<file path="config.mk">
export PLATFORM = sky130hd
export DESIGN_NAME = branch_unit_bht
export DESIGN_NICKNAME = d
export VERILOG_FILES = /design/src/rtl/branch_unit_bht.sv
export SDC_FILE = /design/constraint.sdc
export NUM_CORES = 1
export LEC_CHECK = 0
export BUFFER_PORTS_ARGS = -buffer_cell sky130_fd_sc_hd__buf_2
export CAP_MARGIN = 25
export CORE_ASPECT_RATIO = 0.6
export CORE_MARGIN = 3
export CORE_UTILIZATION = 44
export CTS_CLUSTER_DIAMETER = 40
export CTS_CLUSTER_SIZE = 10
export DETAILED_ROUTE_END_ITERATION = 10
export GPL_ROUTABILITY_DRIVEN = 0
export PLACE_DENSITY = 0.65
export SLEW_MARGIN = 10
export SYNTH_ARGS = -nofsm -noshare
export SYNTH_HDL_FRONTEND = slang
export SYNTH_SLANG_ARGS = --single-unit
</file>
<file path="constraint.sdc">
create_clock -name i_clk -period 18.72 [get_ports i_clk]
set_input_delay 5.616 -clock i_clk [delete_from_list [all_inputs] [get_ports i_clk]]
set_output_delay 5.616 -clock i_clk [all_outputs]
set_load 0.1 [all_outputs]
</file>
<file path="src/rtl/branch_unit_bht.sv">
// Execute-stage branch resolution with a 2-bit-counter BHT and saturating perf counters; results one cycle after accept.
// i_stall holds every register, i_flush squashes the instruction; o_pred_taken is a combinational table read.
module branch_unit_bht #(
  parameter int XLEN        = 32,
  parameter int BHT_ENTRIES = 64,
  parameter int CNT_W       = 16
) (
  input  logic             i_clk,
  input  logic             i_rst,
  input  logic [XLEN-1:0]  i_pred_pc,
  output logic             o_pred_taken,
  input  logic             i_valid,
  input  logic             i_stall,
  input  logic             i_flush,
  input  logic [XLEN-1:0]  i_pc,
  input  logic [XLEN-1:0]  i_dat_a,
  input  logic [XLEN-1:0]  i_dat_b,
  input  logic [2:0]       i_funct3,
  input  logic [4:0]       i_opcode,
  input  logic             i_pred_taken,
  output logic             o_valid,
  output logic             o_br_en,
  output logic             o_mispredict,
  output logic [CNT_W-1:0] o_br_count,
  output logic [CNT_W-1:0] o_miss_count
);

  localparam int IDX_W = $clog2(BHT_ENTRIES);

  logic [1:0]       bht [BHT_ENTRIES];
  logic [IDX_W-1:0] pred_idx;
  logic [IDX_W-1:0] exe_idx;
  logic             is_jump;
  logic             is_branch;
  logic             cmp_raw;
  logic             cond;
  logic             taken;
  logic             mispredict;
  logic             accept;
  logic             unused_bits;

  assign pred_idx     = i_pred_pc[IDX_W+1:2];
  assign exe_idx      = i_pc[IDX_W+1:2];
  assign o_pred_taken = bht[pred_idx][1];

  // Only the index slice of each PC participates in lookup.
  assign unused_bits = ^{i_pred_pc[XLEN-1:IDX_W+2], i_pred_pc[1:0],
                         i_pc[XLEN-1:IDX_W+2], i_pc[1:0]};

  always_comb begin
    is_jump   = (i_opcode == 5'b11011) || (i_opcode == 5'b11001);
    is_branch = (i_opcode == 5'b11000);
    cmp_raw   = 1'b0;
    case (i_funct3[2:1])
      2'b00:   cmp_raw = (i_dat_a == i_dat_b);
      2'b01:   cmp_raw = 1'b0;
      2'b10:   cmp_raw = ($signed(i_dat_a) < $signed(i_dat_b));
      default: cmp_raw = (i_dat_a < i_dat_b);
    endcase
    cond       = cmp_raw ^ i_funct3[0];
    taken      = is_jump | (is_branch & cond);
    mispredict = taken ^ i_pred_taken;
    accept     = i_valid & ~i_stall & ~i_flush;
  end

  always_ff @(posedge i_clk) begin
    if (i_rst) begin
      o_valid      <= 1'b0;
      o_br_en      <= 1'b0;
      o_mispredict <= 1'b0;
      o_br_count   <= '0;
      o_miss_count <= '0;
      for (int i = 0; i < BHT_ENTRIES; i++) bht[i] <= 2'b01;
    end else if (i_flush) begin
      o_valid      <= 1'b0;
      o_br_en      <= 1'b0;
      o_mispredict <= 1'b0;
    end else if (!i_stall) begin
      o_valid      <= accept;
      o_br_en      <= accept & taken;
      o_mispredict <= accept & mispredict;
      if (accept && is_branch) begin
        if (!(&o_br_count)) o_br_count <= o_br_count + 1'b1;
        // Saturating 2-bit counter: train toward the resolved direction.
        if (taken && bht[exe_idx] != 2'b11)
          bht[exe_idx] <= bht[exe_idx] + 2'b01;
        else if (!taken && bht[exe_idx] != 2'b00)
          bht[exe_idx] <= bht[exe_idx] - 2'b01;
      end
      if (accept && mispredict && !(&o_miss_count))
        o_miss_count <= o_miss_count + 1'b1;
    end
  end

endmodule

</file>
# [Word level (Yosys, flattened, before mapping)]
# Memories as Yosys holds them, arrays and structs flattened.
# Cells that the tools add are included.
[classes] eq_ne=7 n_addsub=4 n_bitwise=12 reduce_logical=16 magnitude_cmp=2 n_mux=20
[op_table] op="32-bit < comparator" count=2
[op_table] op="16-bit by 1-bit adder with 16-bit output, second input constant" count=2
[op_table] op="32-bit == test" count=1
[op_table] op="16-bit AND reduction" count=2
[op_table] op="1-bit 2-to-1 mux" count=16
[op_table] op="5-bit == test, second input constant" count=3
[op_table] op="6-bit 2-to-1 mux" count=1
[op_table] op="1-bit bitwise AND" count=5
[op_table] op="1-bit logical AND" count=5
[op_table] op="2-bit 2-to-1 mux" count=2
[op_table] op="4-bit AND reduction" count=1
[op_table] op="2-bit OR reduction" count=2
[op_table] op="1-bit NOT" count=3
[op_table] op="1-bit one-hot mux with 3 select lines" count=1
[op_table] op="3-bit AND reduction" count=1
[op_table] op="2-bit by 1-bit adder with 2-bit output, second input constant" count=1
[op_table] op="2-bit by 1-bit == test with 1-bit output, second input constant" count=1
[op_table] op="2-bit == test, second input constant" count=1
[op_table] op="1-bit logical NOT" count=2
[op_table] op="2-bit logical NOT" count=1
[op_table] op="2-bit inequality test, second input constant" count=1
[op_table] op="1-bit OR" count=2
[op_table] op="2-bit nonzero test" count=1
[op_table] op="2-bit by 1-bit subtractor with 2-bit output, second input constant" count=1
[op_table] op="2 further kinds" count=3
[word_totals] regBits=35 mem_bits_rw=128 memories=1 out_inout_bits=36 wordCells=67 inputBits=142
[mem_list] memory="bht" words=64 word_bits=2 read_ports=2 rd_clocked_by_memory_dff=0 wr=64 line="30" text="logic [1:0] bht [BHT_ENTRIES];"

# [Logic depth before layout (Yosys ltp)]
[logic_depth] ltp_word=17 mapped_depth=13

# [Worst setup path before layout]
# Ideal clock, no wire load.
[synth_path] kind="input to output" startpoint="input i_pred_pc[2]" endpoint="output o_pred_taken" setup_slack_ps=4801 t_required_ps=13104 arrival_ps=8303 n_path_buf=2 stages=5 cell_sequence="clkbuf_1 > buf_1 > mux4_2 > mux4_2 > mux4_2"
[synth_via] elab_chain_cells=1
[synth_lines] item="from (decl)" line="10" text="input logic [XLEN-1:0] i_pred_pc,"
[synth_lines] item="memory 64 x 2 bit"
[synth_lines] item="to (decl)" line="11" text="output logic o_pred_taken,"
# Every way passes these cells.

# [Worst setup path in the final report]
# Ends and elaborated chain as after synthesis.

==> flow_summary.ini <==
[placed_design]
dpl.hpwl_mm = 22.9
port_buffers = 125
placedCellCount = 1323

[grt]
busiest_layer = met1
use_met1_pct = 38.1
grtUsageTotal_pct = 25.4
use_met3_pct = 11.5
grt_pass1_wl_mm = 48.7
grt_start_max_net_pins = 75
antenna_found_initial = 0
grtUsageMet2_pct = 33.1
globalRoute.totalOverflow = 0
grt_pass1_vias = 7884

[logic_synthesis]
synth_edf_count = 128
synth_top_area_cell = edfxtp_1
syn-num-nets = 1118
synth_top_family_by_area = simple AND/OR/NAND/NOR gates
synth_compound_area_share_pct = 12.3
avgSynthCellArea_um2 = 10.9
async_reset_ff_share_pct = 0
synth_top_area_share_pct = 37.4
synth_cells = 942
synthXorXnorAreaFrac_pct = 1.28
ys_types = 72
synthMuxAreaShare_pct = 12.3
synth_area_leaders = edfxtp_1 (37%), mux4_2 (7.5%), dfxtp_1 (6.8%)
synth_common_cells = edfxtp_1 (128), nand2_1 (102), nor2_1 (65), a31o_1 (60), nor3_2 (60)
synth-main-ff-cell = edfxtp_1
synthAdderAreaFrac_pct = 4.14
ys_ff_latch = 163
syn_area_um2 = 10300
synth-simple-area-share_pct = 20.7
synth.most_common_cell = edfxtp_1
yosysSeqAreaShare_pct = 44.3
yosysWarnings = 0

[clocking]
clk_pin_slew_ns = 0.06
root_buffer = clkbuf_16
cts_setup_buffers = 0
ctsResizeCount = 0
clock_path_buffers = 2
ctsHoldBuffers = 0
cts_sinks = 163
clk_latency_ns = 0.43
ctsHtreeMaxLevel = 4
cts_buffers = 17
cts_tree = yes

[timing]
min_period_ns = 13.59
finalHoldViolCount = 0
grt_setup_unrepaired = no
setup-tns-final_ns = 0
max_slew_margin_pct = 25.8
whs_ns = 0.470
tightest_slew_ns = 1.11
drv_slew = 0
finalClockSkew_ns = 0.00858
setup_violations = 0
max_freq_mhz = 73.6
fin_crit_sh_pct = 72.6

[setup_path]
crit_buf_inv = 2
cp.required_ns = 13.10
r2r-start = bht[47][0]
crit_start = i_pred_pc[2]
end_kind = output port
crit_fanout = 16
critPathSlowestCell = mux4_2
path_delay_family = multiplexers
critPathKind = input port to output port
cp_common_cell = mux4_2
worstSetupEndpoint = o_pred_taken
cp.arrival_ns = 7.98
ff2ff_path_depth = 10
crit_chain = buf_2 > mux4_2 > mux4_2 > mux4_2 > buf_2
critical_path_depth = 5
max_stage_delay_ns = 0.59
r2r_end = bht[6][0]
cp-start-kind = input port
rrSetupSlack_ns = 14.92

[routing]
vias = 8397
drt_first_pass_iters = 6
viasPerCell = 6.18
postRouteAntennaNets = 0
drt_first_iter_violations = 786
drc = 0
finalWirelength_mm = 32.4
wl_per_cell_um = 23.9

[floorplanning]
die_w_um = 203
die_area_um2 = 25300
io_pins = 178
rows = 42
coreArea_um2 = 22500
start_util_pct = 45.7
die_y_um = 124

[cells_and_area]
diodes = 0
final_util_pct = 52.1
multi_input_area_um2 = 5250
seq_area_um2 = 4540
drive_above_1_share_pct = 29.4
fillers = 2075
syn_to_final_growth_pct = 14.0
fin_cells = 1358
nets = 1213

[pwr]
p_leak_nw = 4.09
pwr_density_cell_nw_per_um2 = 73.0
worst_ir_drop_vdd_v = 0.0000592

[outcome]
status = completed

[min_path]
hold_path.class = flip-flop to flip-flop

[job]
cap_violations = 0
-- logic make-up after synthesis --
logic type / Yosys count
buffers and inverters: 115
xor gates and xnor gates: 15
and+or+nand+nor: 374
AOI/OAI and AO/OA: 161
muxes: 80
DFF: 163
adders and majority gates: 34
-- flip-flops by register name (all words and copies together) (netlist names) --
name and count:
o_mispredict 1, o_br_en 1, o_valid 1, o_miss_count 16
o_br_count 16, bht 128
-- per-layer routing --
layer	vias up	part of all wire [%]
met5	-	0
met4	0	1.4
met3	41	14
met2	470	40
met1	4108	44
li1	3778	-
-- worst min-delay path by stage --
stage                            start            to  slack (ns)  cells after the start
after floorplan           o_mispredict  o_mispredict        0.90                      2
after global placement    o_mispredict  o_mispredict        0.46                      2
after detailed placement  o_mispredict  o_mispredict        0.45                      2
after CTS                 o_mispredict  o_mispredict        0.47                      2
after global routing           o_valid       o_valid        0.50                      2
final                     o_mispredict  o_mispredict        0.47                      2
-- cell type report --
type                            count  area share, %
Clock inverter                     15           1.00
Tap cell                          308           3.29
Multi-Input combinational cell    664           44.9
Timing Repair Buffer              145           6.92
Inverter                           46           1.47
Clock buffer                       17           3.63
Sequential cell                   163           38.8
-- stage by stage --
stage	setup slack, ns	total power [mW]	instance area [um^2]
2_1_floorplan	4.80	0.494	10300
3_3_place_gp	5.10	0.525	11100
3_5_place_dp	5.11	0.528	11100
4_1_cts	5.11	0.857	11700
5_1_grt	5.03	0.883	11700
6_report	5.13	0.855	11700
-- cells in the final DEF (no fill, tap or decap), types with 15 or more instances in the layout --
cell type and n:
a31o_1 60, nand3_1 26, mux2i_1 22, edfxtp_1 128, inv_1 45, a21oi_1 21, nand2_1 102, nand4_1 17
dfxtp_1 35, mux4_2 34, ha_1 34, clkbuf_16 17, nor2b_1 15, nor3_1 27, nor2_1 65, nor3_2 68
buf_2 125
-- tightest hold or removal path: stages, from the launching register on --
cell and delay (ns):
dfxtp_1 0.31, nand3_1 0.06, o41ai_1 0.06
-- where the power goes --
| group | switching [mW] | total (mW) | internal (mW) | leakage [nW] |
|---|---|---|---|---|
| combinational | 0.0822 | 0.126 | 0.0434 | 2.44 |
| clock | 0.149 | 0.330 | 0.181 | 0.257 |
| sequential | 0.00450 | 0.399 | 0.394 | 1.39 |
| total | 0.236 | 0.855 | 0.619 | 4.09 |
No activity file was read; power rests on OpenSTA's default activity.
